===== config.mk =====
export PLATFORM = sky130hd
export DESIGN_NAME = column_neighbor_fetch
export DESIGN_NICKNAME = d
export VERILOG_FILES = /design/src/rtl/column_neighbor_fetch.sv
export SDC_FILE = /design/constraint.sdc
export NUM_CORES = 1
export LEC_CHECK = 0
export ABC_AREA = 1
export BUFFER_PORTS_ARGS = -buffer_cell sky130_fd_sc_hd__clkbuf_2
export CORE_MARGIN = 4
export CORE_UTILIZATION = 48
export DETAILED_ROUTE_END_ITERATION = 10
export PLACE_DENSITY = 0.73
export SLEW_MARGIN = 20
export SYNTH_ARGS = -nofsm -noshare
export SYNTH_HDL_FRONTEND = slang
export SYNTH_SLANG_ARGS = --single-unit
export TNS_END_PERCENT = 30

===== constraint.sdc =====
create_clock -name clk -period 1.6 [get_ports clk]
set_input_delay 0.24 -clock clk [delete_from_list [all_inputs] [get_ports clk]]
set_output_delay 0.24 -clock clk [all_outputs]
set_load 0.005 [all_outputs]

===== src/rtl/column_neighbor_fetch.sv =====
// Streams one hex-grid column from the u/v RAMs as {top, cur, bot} beats with a valid/ready handshake.
// Define COL_WRAP_EN to wrap the column ends onto each other instead of substituting beta.
module column_neighbor_fetch #(
  parameter int NUM_CELLS = 11,
  parameter int ADDR_W    = 16
) (
  input  logic              clk,
  input  logic              reset,
  input  logic              start,
  input  logic [17:0]       beta,
  output logic [ADDR_W-1:0] rd_addr,
  input  logic [17:0]       rd_data_u,
  input  logic [17:0]       rd_data_v,
  output logic              out_valid,
  input  logic              out_ready,
  output logic [ADDR_W-1:0] out_idx,
  output logic [17:0]       out_u_curr,
  output logic [17:0]       out_u_top,
  output logic [17:0]       out_u_bot,
  output logic [17:0]       out_v_curr,
  output logic              out_last,
  output logic              busy,
  output logic              done
);

  typedef enum logic [1:0] {IDLE, PRIME, STREAM, DONE} state_t;

  localparam logic [ADDR_W-1:0] LAST_IDX     = ADDR_W'(NUM_CELLS - 1);
  localparam logic [ADDR_W-1:0] NEXT_TO_LAST = ADDR_W'(NUM_CELLS - 2);
`ifdef COL_WRAP_EN
  localparam logic [1:0]        LAST_PH     = 2'd3;
  localparam logic [ADDR_W-1:0] PRIME_ADDR0 = ADDR_W'(NUM_CELLS - 1);
  localparam logic [ADDR_W-1:0] PH_ADDR_OFS = ADDR_W'(0);
`else
  localparam logic [1:0]        LAST_PH     = 2'd2;
  localparam logic [ADDR_W-1:0] PRIME_ADDR0 = ADDR_W'(0);
  localparam logic [ADDR_W-1:0] PH_ADDR_OFS = ADDR_W'(1);
`endif

  state_t            state_reg;
  logic [1:0]        ph_reg;
  logic [ADDR_W-1:0] addr_reg;
  logic [ADDR_W-1:0] prime_addr;
  logic [17:0]       edge_u_reg;
  logic [17:0]       v_bot_reg;
  logic [17:0]       bot_in;
  logic              fire;
  logic              shift_en;

  assign fire = out_valid & out_ready;

  // Address leads the window by one cell during a transfer, so a stall simply
  // re-presents the held address and the RAM output stays aligned.
  assign rd_addr = (fire && addr_reg != LAST_IDX) ? addr_reg + ADDR_W'(1) : addr_reg;

  always_comb begin
    prime_addr = ADDR_W'(ph_reg) + PH_ADDR_OFS;
    if (prime_addr > LAST_IDX) prime_addr = LAST_IDX;
  end

  assign shift_en = (state_reg == PRIME && ph_reg != 2'd0) || (fire && !out_last);
  assign bot_in   = (fire && out_idx == NEXT_TO_LAST) ? edge_u_reg : rd_data_u;

  always_ff @(posedge clk) begin
    if (reset) begin
      state_reg  <= IDLE;
      ph_reg     <= 2'd0;
      addr_reg   <= '0;
      edge_u_reg <= '0;
      out_valid  <= 1'b0;
      out_idx    <= '0;
      out_last   <= 1'b0;
      busy       <= 1'b0;
      done       <= 1'b0;
    end else begin
      done <= 1'b0;
      case (state_reg)
        IDLE: begin
          if (start) begin
            state_reg  <= PRIME;
            ph_reg     <= 2'd0;
            addr_reg   <= PRIME_ADDR0;
            edge_u_reg <= beta;
            out_idx    <= '0;
            out_last   <= 1'b0;
            busy       <= 1'b1;
          end
        end
        PRIME: begin
          ph_reg <= ph_reg + 2'd1;
          if (ph_reg != LAST_PH) addr_reg <= prime_addr;
`ifdef COL_WRAP_EN
          // Cell 0 arrives on this phase; keep it as the bottom neighbour of the last cell.
          if (ph_reg == 2'd2) edge_u_reg <= rd_data_u;
`endif
          if (ph_reg == LAST_PH) begin
            state_reg <= STREAM;
            out_valid <= 1'b1;
          end
        end
        STREAM: begin
          if (fire) begin
            addr_reg <= rd_addr;
            if (out_last) begin
              state_reg <= DONE;
              out_valid <= 1'b0;
              out_last  <= 1'b0;
              done      <= 1'b1;
            end else begin
              out_idx  <= out_idx + ADDR_W'(1);
              out_last <= (out_idx == NEXT_TO_LAST);
            end
          end
        end
        default: begin
          state_reg <= IDLE;
          addr_reg  <= '0;
          busy      <= 1'b0;
        end
      endcase
    end
  end

  // Window preloaded with beta so the non-wrapping prime leaves beta as cell 0's top.
  always_ff @(posedge clk) begin
    if (reset) begin
      out_u_top  <= '0;
      out_u_curr <= '0;
      out_u_bot  <= '0;
      out_v_curr <= '0;
      v_bot_reg  <= '0;
    end else if (state_reg == IDLE && start) begin
      out_u_top  <= beta;
      out_u_curr <= beta;
      out_u_bot  <= beta;
      out_v_curr <= '0;
      v_bot_reg  <= '0;
    end else if (shift_en) begin
      out_u_top  <= out_u_curr;
      out_u_curr <= out_u_bot;
      out_u_bot  <= bot_in;
      out_v_curr <= v_bot_reg;
      v_bot_reg  <= rd_data_v;
    end
  end

endmodule


==> impl_metrics.env, run 1 <==
export IMPL_status="finished, violations left"
export IMPL_violations="negative setup slack"
export IMPL_syn_instance_count=956
export IMPL_p_seq_share_pct=35.1
export IMPL_clk_pin_slew_ns=0.07
export IMPL_whs_ns=0.0386
export IMPL_fillCellCount=1068
export IMPL_syn_avg_cell_area_sq_um=7.10
export IMPL_postSynthNetCount=1025
export IMPL_setup_violations=22
export IMPL_hold_viol=0
export IMPL_die_y_microns=127
export IMPL_crit_arrival_ns=1.76
export IMPL_overflow=0
export IMPL_cp_common_cell="and2_4"
export IMPL_htree_levels=4
export IMPL_crit_path_end_kind="primary output"
export IMPL_synth_area_top_cells="dfxtp_1 (44%), nand2_1 (15%), a21oi_1 (8.8%)"
export IMPL_worst_setup_path_type="flop to primary output"
export IMPL_clockRootBuffer="clkbuf_16"
export IMPL_ys_flop_type="dfxtp_1"
export IMPL_required_ns=1.36
export IMPL_die_area_sq_um=16100
export IMPL_start_kind="flop"
export IMPL_yosys_area_top_type="dfxtp_1"
export IMPL_syn_area_sq_um=6790
export IMPL_fin_util_pct=72.9
export IMPL_timing_final_crit_share_pct=125
export IMPL_ys_seq_elements=148
export IMPL_synth_commonest_cells="nand2_1 (280), dfxtp_1 (148), a21oi_1 (119)"
export IMPL_irDropWorstVdd_v=0.000887
export IMPL_wl_per_cell_microns=15.8
export IMPL_pwr_share_comb_pct=36.5
export IMPL_clockBufferDepth=2
export IMPL_portBuffers=165
export IMPL_finClkSkew_ns=0.00986
export IMPL_diodes=0
export IMPL_io_pins=166
export IMPL_cts_buffers=17
export IMPL_total_power_mw=14.0
export IMPL_drv_cap=0
export IMPL_yosys_area_top_type_share_pct=43.6
export IMPL_finalWirelength_mm=22.3
export IMPL_netSwitchingPower_mw=5.02
export IMPL_clock_sinks=148
export IMPL_rows=43
export IMPL_vias=7576
export IMPL_grt_pass1_vias=7061
export IMPL_drc=0
export IMPL_final_instance_count_excl_fill=1407
export IMPL_place_inst=1337
export IMPL_clock_fmax_mhz=501
export IMPL_synth_edf_count=0
export IMPL_power_internal_mw=9.01
export IMPL_die_width_microns=127
export IMPL_core_area_sq_um=13900
export IMPL_fin_nets=1283
export IMPL_worstHoldPathType="primary input to flop"
export IMPL_grt_first_pass_wirelength_mm=33.1
export IMPL_synth_cell_type_count=39
export IMPL_cp_slowest_cell="dfxtp_4"
export IMPL_synth_seq_area_share_pct=43.6
export IMPL_fin_setup_tns_ns=-6.03
export IMPL_swShare_pct=35.8
export IMPL_period_minus_slack_ns=2.00
export IMPL_drive_gt1_share_pct=39.0
export IMPL_slowest_delay_ns=0.39
export IMPL_start_util_pct=48.9
export IMPL_finalWorstSetupSlack_ns=-0.396
export IMPL_cellPowerDensity_nw_per_um2=1390
export IMPL_slew_headroom_pct=74.6
export IMPL_worstPathCellList="ha_4, nand3_4, nor2_4, and2_4, nand3_2, nand2_2, and2_4, clkbuf_2"
export IMPL_grt_max_degree=56
export IMPL_p_leak_nw=4.45
export IMPL_areaGrowthSynthToFinish_pct=49.0
export IMPL_rsz0062_at_grt="yes"
export IMPL_place_hpwl_mm=13.7
export IMPL_firstDrtPassIters=5
export IMPL_yosysWarnings=0
export IMPL_cts_tree="built"
export IMPL_insertion_delay_ns=0.43
export IMPL_finalWeightedCongestion=0.875
export IMPL_async_flop_share_pct=0
export IMPL_antenna_found_initial=0
export IMPL_crit_path_max_fanout=4
export IMPL_yosysMostFrequentCell="nand2_1"
export IMPL_worst_pin_slew_ns=0.380
export IMPL_grtUsageTotal_pct=24.9
export IMPL_slew_viol_final=0
export IMPL_drtIter0Drc=538
export IMPL_via_per_inst=5.38
export IMPL_postRouteAntennaNets=0
export IMPL_pwr_share_clk_pct=28.4
-- per-stage QoR --
stage	setup slack, ns	cell area [sq um]
final	-0.396	10100
after global routing	-0.487	10100
after CTS	-0.395	9310
after detailed placement	-0.152	8360
after global placement	-0.0860	8360
after floorplan	-0.0161	6800
-- cells by family after synthesis --
kind of cell	synth area share (%)
AOI/OAI and AO/OA	18.3
DFF	43.6
and+or+nand+nor	25.9
adders and majority gates	2.03
xor gates and xnor gates	0.903
buffers and inverters	9.14
-- cell usage in the layout, fill, tap and decap left out, types with 5 or more instances in the layout --
master,instances
dfxtp_4,6
inv_1,79
nand2_8,6
o21ai_2,8
nand3_2,8
ha_1,5
dfxtp_1,131
nand3_1,28
nor2_2,10
nor2_4,9
nand2_1,246
buf_12,10
inv_2,12
buf_6,21
o21ai_0,47
o22ai_1,18
inv_4,6
clkbuf_16,26
a21oi_2,16
dfxtp_2,11
inv_6,6
o21ai_1,14
a21oi_1,109
o21ai_4,5
nor2_1,22
nand4_1,29
nand2_2,32
nand2_4,9
ha_4,5
buf_4,79
clkbuf_2,162
-- layout make-up --
| cell class | instances | area (sq um) | area share [%] |
|---|---|---|---|
| multi-input cells | 662 | 3800 | 37.5 |
| flip-flops and latches | 148 | 3000 | 29.6 |
| repair buffers | 285 | 2110 | 20.8 |
| clock buffers | 18 | 429 | 4.24 |
| inverters | 100 | 410 | 4.06 |
| well taps | 180 | 225 | 2.23 |
| clock inverters | 14 | 151 | 1.50 |
-- worst max-delay path, delay by kind of cell, from the launching register on --
kind | cells | cell delay (ns)
simple gates | 6 | 0.68
fa+ha+maj | 1 | 0.16
buf+inv | 1 | 0.10
flops | 1 | 0.39
-- power by group through the flow --
stage	Combinational, mW	Sequential (mW)	Clock, mW
after floorplan	2.09	4.90	0
after detailed placement	3.89	4.93	0
after global placement	3.82	4.93	0
after CTS	4.13	4.89	4.02
final	5.12	4.93	3.98
after global routing	5.53	5.01	4.18
-- per-layer routing --
layer | global-route usage [%] | part of all wire [%]
met1 | 30.8 | 41
met2 | 43.1 | 50
met3 | 5.94 | 6.7
met4 | 7.76 | 1.9
met5 | 0 | 0
-- what timing repair did --
item | in CTS | in global routing
gates resized for setup | 80 | 148
gates cloned | 2 | 10
hold buffers | 0 | 0
pin swaps | 29 | 50
setup endpoints to repair | 104 | 139
buffers inserted | 11 | 18
-- final timing paths --
path                       from        endpoint  slack (ns)  depth (start not counted)
hold / removal    rd_data_v[10]   v_bot_reg[10]        0.04                          3
setup reg to reg   addr_reg[13]    addr_reg[14]       -0.23                         14
hold reg to reg   v_bot_reg[10]  out_v_curr[10]        0.46                          2
setup / recovery    addr_reg[0]     rd_addr[10]       -0.40                          8
No activity file was read; power rests on OpenSTA's default activity.
==> run 2, diff against run 1 <==
--- a/constraint.sdc
+++ b/constraint.sdc
@@ -3,2 +3,2 @@
 set_output_delay 0.24 -clock clk [all_outputs]
-set_load 0.005 [all_outputs]
+set_load 0.01 [all_outputs]
==> run 2 against run 1 <==
Compared with the run above: first-iteration DRC count up 8.7%; flip-flop and latch count unchanged; global-route usage decreased by 0.54 points; design area up 6.4%; the flow still finishes with violations (negative setup slack); worst hold slack gained 0.021 ns.
==> impl_metrics.env, run 2 (same netlist as run 1, synthesis figures left out) <==
export IMPL_status="finished, violations left"
export IMPL_violations="negative setup slack"
export IMPL_drtIter0Drc=585
export IMPL_place_inst=1338
export IMPL_total_power_mw=15.5
export IMPL_finClkSkew_ns=0.00821
export IMPL_hold_path_startpoint="rd_data_v[8]"
export IMPL_crit_arrival_ns=1.76
export IMPL_hold_depth=3
export IMPL_drv_cap=0
export IMPL_drc=0
export IMPL_finalWeightedCongestion=0.872
export IMPL_final_common_cell="nand2_1"
export IMPL_grtUsageTotal_pct=24.4
export IMPL_vias=7910
export IMPL_crit_path_max_fanout=3
export IMPL_core_area_sq_um=13900
export IMPL_die_area_sq_um=16100
export IMPL_finalWorstSetupSlack_ns=-0.399
export IMPL_clock_sinks=148
export IMPL_via_per_inst=5.57
export IMPL_timing_reg2reg_setup_slack_ns=-0.30
export IMPL_cts_buffers=17
export IMPL_clockBufferDepth=2
export IMPL_worst_pin_slew_ns=0.557
export IMPL_postLayoutCellArea_sq_um=10800
export IMPL_slew_viol_final=0
export IMPL_postRouteAntennaNets=0
export IMPL_grt_max_degree=56
export IMPL_p_leak_nw=4.69
export IMPL_worstPathCellList="inv_4, ha_4, nand2_4, nor2_4, nand2_4, buf_6, nand3_2, nand2_2, and2_4, buf_6"
export IMPL_drive_gt1_share_pct=46.7
export IMPL_rows=43
export IMPL_crit_path_end_kind="primary output"
export IMPL_insertion_delay_ns=0.42
export IMPL_placement_cell_area_sq_um=8420
export IMPL_areaGrowthSynthToFinish_pct=58.5
export IMPL_slowest_delay_ns=0.36
export IMPL_r2r_start="addr_reg[12]"
export IMPL_die_y_microns=127
export IMPL_worst_setup_path_type="flop to primary output"
export IMPL_required_ns=1.36
export IMPL_firstDrtPassIters=5
export IMPL_antenna_found_initial=0
export IMPL_hold_viol=0
export IMPL_cp_slowest_cell="dfxtp_4"
export IMPL_final_instance_count_excl_fill=1419
export IMPL_finalWirelength_mm=24.7
export IMPL_period_minus_slack_ns=2.00
export IMPL_wl_per_cell_microns=17.4
export IMPL_io_pins=166
export IMPL_rsz0062_at_grt="yes"
export IMPL_clk_pin_slew_ns=0.07
export IMPL_holdBufCountCts=0
export IMPL_diodes=0
export IMPL_place_hpwl_mm=13.6
export IMPL_min_to="v_bot_reg[8]"
export IMPL_setup_violations=123
export IMPL_fin_util_pct=77.5
export IMPL_cellPowerDensity_nw_per_um2=1440
export IMPL_rr_endpoint="addr_reg[11]"
export IMPL_r2r_cells=14
export IMPL_start_util_pct=48.9
export IMPL_clock_fmax_mhz=500
export IMPL_grt_pass1_vias=6887
export IMPL_timing_final_crit_share_pct=125
export IMPL_die_width_microns=127
export IMPL_grt_first_pass_wirelength_mm=32.5
export IMPL_clockRootBuffer="clkbuf_16"
export IMPL_fin_nets=1295
export IMPL_whs_ns=0.0597
export IMPL_portBuffers=165
export IMPL_cts_tree="built"
export IMPL_irDropWorstVdd_v=0.00112
export IMPL_slew_headroom_pct=62.7
export IMPL_htree_levels=4
export IMPL_overflow=0
export IMPL_layout_common_cells="nand2_1 (205), clkbuf_2 (159), dfxtp_1 (134), a21oi_1 (80), buf_4 (75)"
export IMPL_start_kind="flop"
export IMPL_worstHoldPathType="primary input to flop"
[run 2: cell types whose count changed in the layout (fill, tap and decap cells not counted), sizes merged]
cell	change
inv	+1
buf	+8
clkbuf	+3
[run 2: power breakdown]
part,total (mW),switching (mW),internal [mW]
sequential,4.93,0.521,4.41
clock,4.17,1.79,2.38
combinational,6.43,3.57,2.86
total,15.5,5.88,9.65
[run 2: worst max-delay path by stage]
stage	endpoint	cells past startpoint	start	slack, ns
floorplan	out_idx[15]	10	state_reg[0]	-0.02
global placement	out_idx[15]	9	state_reg[1]	-0.06
detailed placement	out_idx[14]	10	state_reg[0]	-0.15
CTS	rd_addr[10]	10	addr_reg[0]	-0.44
global route	rd_addr[13]	9	addr_reg[3]	-0.49
finish	rd_addr[10]	10	addr_reg[0]	-0.40
[run 2: through the flow]
stage,worst slack [ns],TNS [ns]
floorplan,-0.0163,-0.0173
global placement,-0.0634,-0.250
detailed placement,-0.147,-2.78
CTS,-0.437,-6.46
global route,-0.485,-21.76
finish,-0.399,-11.84
[run 2: worst max-delay path, delay by kind of cell (launching register included)]
family                   cells  cell delay, ns
buffers and inverters        3            0.32
flip-flops                   1            0.36
adder cells (fa/ha/maj)      1            0.13
AND/OR/NAND/NOR              6            0.53
[run 2: layout make-up]
| cell class | count | area, sq um |
|---|---|---|
| Multi-Input combinational cell | 662 | 4100 |
| Fill cell | 941 | 3120 |
| Sequential cell | 148 | 2990 |
| Timing Repair Buffer | 297 | 2410 |
| Clock buffer | 17 | 425 |
| Inverter | 100 | 417 |
| Tap cell | 180 | 225 |
| Clock inverter | 15 | 186 |
[run 2: routing by layer]
metal / global-route usage (%) / share of wire [%] / vias up
met5: 0 / 0 / -
met4: 8.45 / 2.8 / 0
met3: 6.57 / 8.0 / 72
met2: 41.0 / 50 / 404
met1: 30.3 / 39 / 3740
li1: - / - / 3694
[run 2: timing repair]
item	in CTS	in global routing
setup endpoints to repair	74	136
gates resized for setup	65	280
pin swaps	17	44
setup buffers	7	17
gates cloned	2	23
==> run 3, diff against run 2 <==
- ABC_AREA: 1 -> unset
- GPL_TIMING_DRIVEN: unset -> 1
==> run 3 against run 2 <==
Compared with the run above: the run still ends with negative setup slack left; worst hold slack worse by 0.024 ns; flip-flop and latch count unchanged; final cell count decreased by 2.0%; count of clock-buffer cells in the layout increased by 4; synthesized cell count decreased by 12%; sequential share of layout area fell by 1.6 points; combinational power increased by 12%; sequential power shrank 1%; core utilization is 8.3 points higher; largest power group unchanged; maximum frequency down 9.5%; non-clock buffer count increased by 108; register-to-register slack worse by 0.18 ns.
==> impl_metrics.env, run 3 <==
export IMPL_cts_tree="built"
export IMPL_hold_depth=3
export IMPL_clockBufferDepth=2
export IMPL_setup_violations=144
export IMPL_place_hpwl_mm=14.0
export IMPL_cellPowerDensity_nw_per_um2=1390
export IMPL_pwr_share_clk_pct=24.4
export IMPL_power_internal_mw=9.81
export IMPL_rr_endpoint="out_u_curr[1]"
export IMPL_worst_pin_slew_ns=0.401
export IMPL_rsz0062_at_grt="yes"
export IMPL_postSynthNetCount=906
export IMPL_htree_levels=4
export IMPL_r2r_cells=13
export IMPL_p_leak_nw=4.92
export IMPL_clock_sinks=148
export IMPL_via_per_inst=6.26
export IMPL_drc=0
export IMPL_antenna_found_initial=0
export IMPL_finClkSkew_ns=0.0104
export IMPL_netSwitchingPower_mw=6.15
export IMPL_crit_arrival_ns=1.97
export IMPL_clockRootBuffer="clkbuf_16"
export IMPL_required_ns=1.36
export IMPL_crit_family="simple AND/OR/NAND/NOR gates"
export IMPL_wl_per_cell_microns=22.3
export IMPL_dr_wl_met2_mm=14.7
export IMPL_pwr_share_comb_pct=45.0
export IMPL_synth_seq_area_share_pct=44.6
export IMPL_die_area_sq_um=15800
export IMPL_hold_path_startpoint="rd_data_v[1]"
export IMPL_synth_commonest_cells="nand2_1 (210), dfxtp_1 (148), a21oi_1 (73)"
export IMPL_clock_fmax_mhz=453
export IMPL_finalWeightedCongestion=0.866
export IMPL_status="finished, violations left"
export IMPL_timing_reg2reg_setup_slack_ns=-0.48
export IMPL_syn_avg_cell_area_sq_um=7.94
export IMPL_top_layer="met4"
export IMPL_yosysMostFrequentCell="nand2_1"
export IMPL_synth_area_top_cells="dfxtp_1 (45%), nand2_1 (12%), a21oi_1 (5.5%)"
export IMPL_worstHoldPathType="primary input to flop"
export IMPL_insertion_delay_ns=0.43
export IMPL_die_width_microns=126
export IMPL_layout_common_cells="nand2_1 (169), buf_4 (165), clkbuf_2 (150), dfxtp_1 (128), a31oi_1 (54)"
export IMPL_slew_headroom_pct=72.5
export IMPL_grt_max_degree=37
export IMPL_start_util_pct=49.6
export IMPL_drv_cap=0
export IMPL_portBuffers=165
export IMPL_yosys_area_top_type="dfxtp_1"
export IMPL_r2r_start="out_valid"
export IMPL_syn_instance_count=837
export IMPL_synth_edf_count=0
export IMPL_worstPathCellList="buf_6, ha_4, and4_4, buf_6, nand4_1, xnor2_1, buf_2"
export IMPL_holdBufCountCts=0
export IMPL_overflow=0
export IMPL_yosys_area_top_type_share_pct=44.6
export IMPL_rows=42
export IMPL_min_to="v_bot_reg[1]"
export IMPL_start_kind="flop"
export IMPL_met1Wirelength_mm=11.5
export IMPL_placement_cell_area_sq_um=8750
export IMPL_postLayoutCellArea_sq_um=11500
export IMPL_hold_viol=0
export IMPL_slew_viol_final=0
export IMPL_firstDrtPassIters=6
export IMPL_drive_gt1_share_pct=51.0
export IMPL_grtUsageTotal_pct=29.2
export IMPL_crit_path_end_kind="primary output"
export IMPL_ys_flop_type="dfxtp_1"
export IMPL_violations="negative setup slack"
export IMPL_synth_cell_type_count=56
export IMPL_die_y_microns=126
export IMPL_syn_area_sq_um=6640
export IMPL_finalWirelength_mm=31.0
export IMPL_irDropWorstVdd_v=0.00128
export IMPL_final_instance_count_excl_fill=1390
export IMPL_drtIter0Drc=995
export IMPL_fin_nets=1270
export IMPL_grt_pass1_vias=7417
export IMPL_met3_length_mm=2.99
export IMPL_crit_path_max_fanout=3
export IMPL_ys_seq_elements=148
export IMPL_cp_common_cell="buf_6"
export IMPL_async_flop_share_pct=0
export IMPL_fillCellCount=638
export IMPL_swShare_pct=38.5
export IMPL_worst_setup_path_type="flop to primary output"
export IMPL_vias=8695
export IMPL_clk_pin_slew_ns=0.07
export IMPL_yosysWarnings=0
export IMPL_period_minus_slack_ns=2.21
export IMPL_areaGrowthSynthToFinish_pct=73.1
export IMPL_io_pins=166
export IMPL_postRouteAntennaNets=0
export IMPL_final_common_cell="nand2_1"
export IMPL_p_seq_share_pct=30.5
export IMPL_timing_final_crit_share_pct=138
export IMPL_slowest_delay_ns=0.37
export IMPL_regArea_sq_um=3010
export IMPL_diodes=0
export IMPL_cts_buffers=17
export IMPL_finalWorstSetupSlack_ns=-0.609
export IMPL_place_inst=1263
export IMPL_cp_slowest_cell="dfxtp_2"
export IMPL_grt_first_pass_wirelength_mm=37.8
export IMPL_multi_input_area_sq_um=4360
export IMPL_core_area_sq_um=13400
export IMPL_cp_num_buf_inv=3
[run 3: changes by cell type after synthesis, moves of 10 or more]
cell      delta
xnor2_1     +12
inv_1       -74
o21bai_1    +18
buf_2       -10
o22ai_1     -15
o21ai_0     -21
a31oi_1     +55
clkbuf_1    +25
nand2_1     -70
nand4_1     -15
nor2_1      -20
a21oi_1     -46
[run 3: area by class of cell]
class | instances | share of cell area (%)
inverters | 22 | 0.805
flip-flops and latches | 148 | 26.2
repair buffers | 405 | 28.3
multi-input cells | 607 | 37.9
clock buffers | 21 | 4.09
well taps | 176 | 1.92
clock inverters | 11 | 0.773
[run 3: worst max path at each step]
stage	start	endpoint	depth (start not counted)
finish	addr_reg[0]	rd_addr[10]	7
global route	addr_reg[0]	rd_addr[1]	7
CTS	addr_reg[6]	rd_addr[11]	6
detailed placement	out_valid	addr_reg[15]	4
global placement	out_valid	rd_addr[11]	5
floorplan	out_idx[7]	out_idx[13]	5
[run 3: logic make-up (layout without fill, tap and decap cells)]
kind of cell	after synthesis	count (layout)	synth area share [%]
mux	8	8	1.21
fa+ha+maj	11	11	2.07
buf+inv	84	459	5.03
flops	148	148	44.6
xor+xnor	19	19	2.50
simple gates	337	338	23.7
compound gates	230	231	20.9
[run 3: through the flow]
stage / hold slack [ns] / utilization, % / total power, mW / setup WS [ns] / setup TNS (ns)
5_1_grt: 0.0311 / 85.8 / 16.5 / -0.675 / -54.86
4_1_cts: 0.0335 / 77.3 / 14.1 / -0.471 / -9.06
3_3_place_gp: 0.439 / 65.3 / 9.05 / -0.201 / -11.13
3_5_place_dp: 0.444 / 65.3 / 9.14 / -0.266 / -16.41
6_report: 0.0354 / 85.8 / 16.0 / -0.609 / -46.85
2_1_floorplan: 0.376 / - / 7.22 / -0.134 / -6.74
[run 3: layer usage]
layer	track usage, %	up-vias
met5	0	-
met3	5.46	175
met4	11.8	0
met2	49.3	684
li1	-	3689
met1	36.9	4147
[run 3: tightest hold or removal path, stage by stage]
cell and delay [ns]:
clkbuf_2 0.09, nand2_2 0.04, a21oi_1 0.05
[run 3: timing repair]
action                     4_1_cts  5_1_grt
pin swaps                       64       94
resized for setup              144      175
gates cloned                    11       12
setup endpoints to repair      141      159
buffers inserted                36       42
[run 3: power by group through the flow]
stage                     sequential [mW]  clock, mW  combinational [mW]
after floorplan                      4.98          0                2.24
after detailed placement             4.84          0                4.30
after global routing                 4.93       4.08                7.47
after CTS                            4.77       3.82                5.49
final                                4.87       3.90                7.19
after global placement               4.81          0                4.25
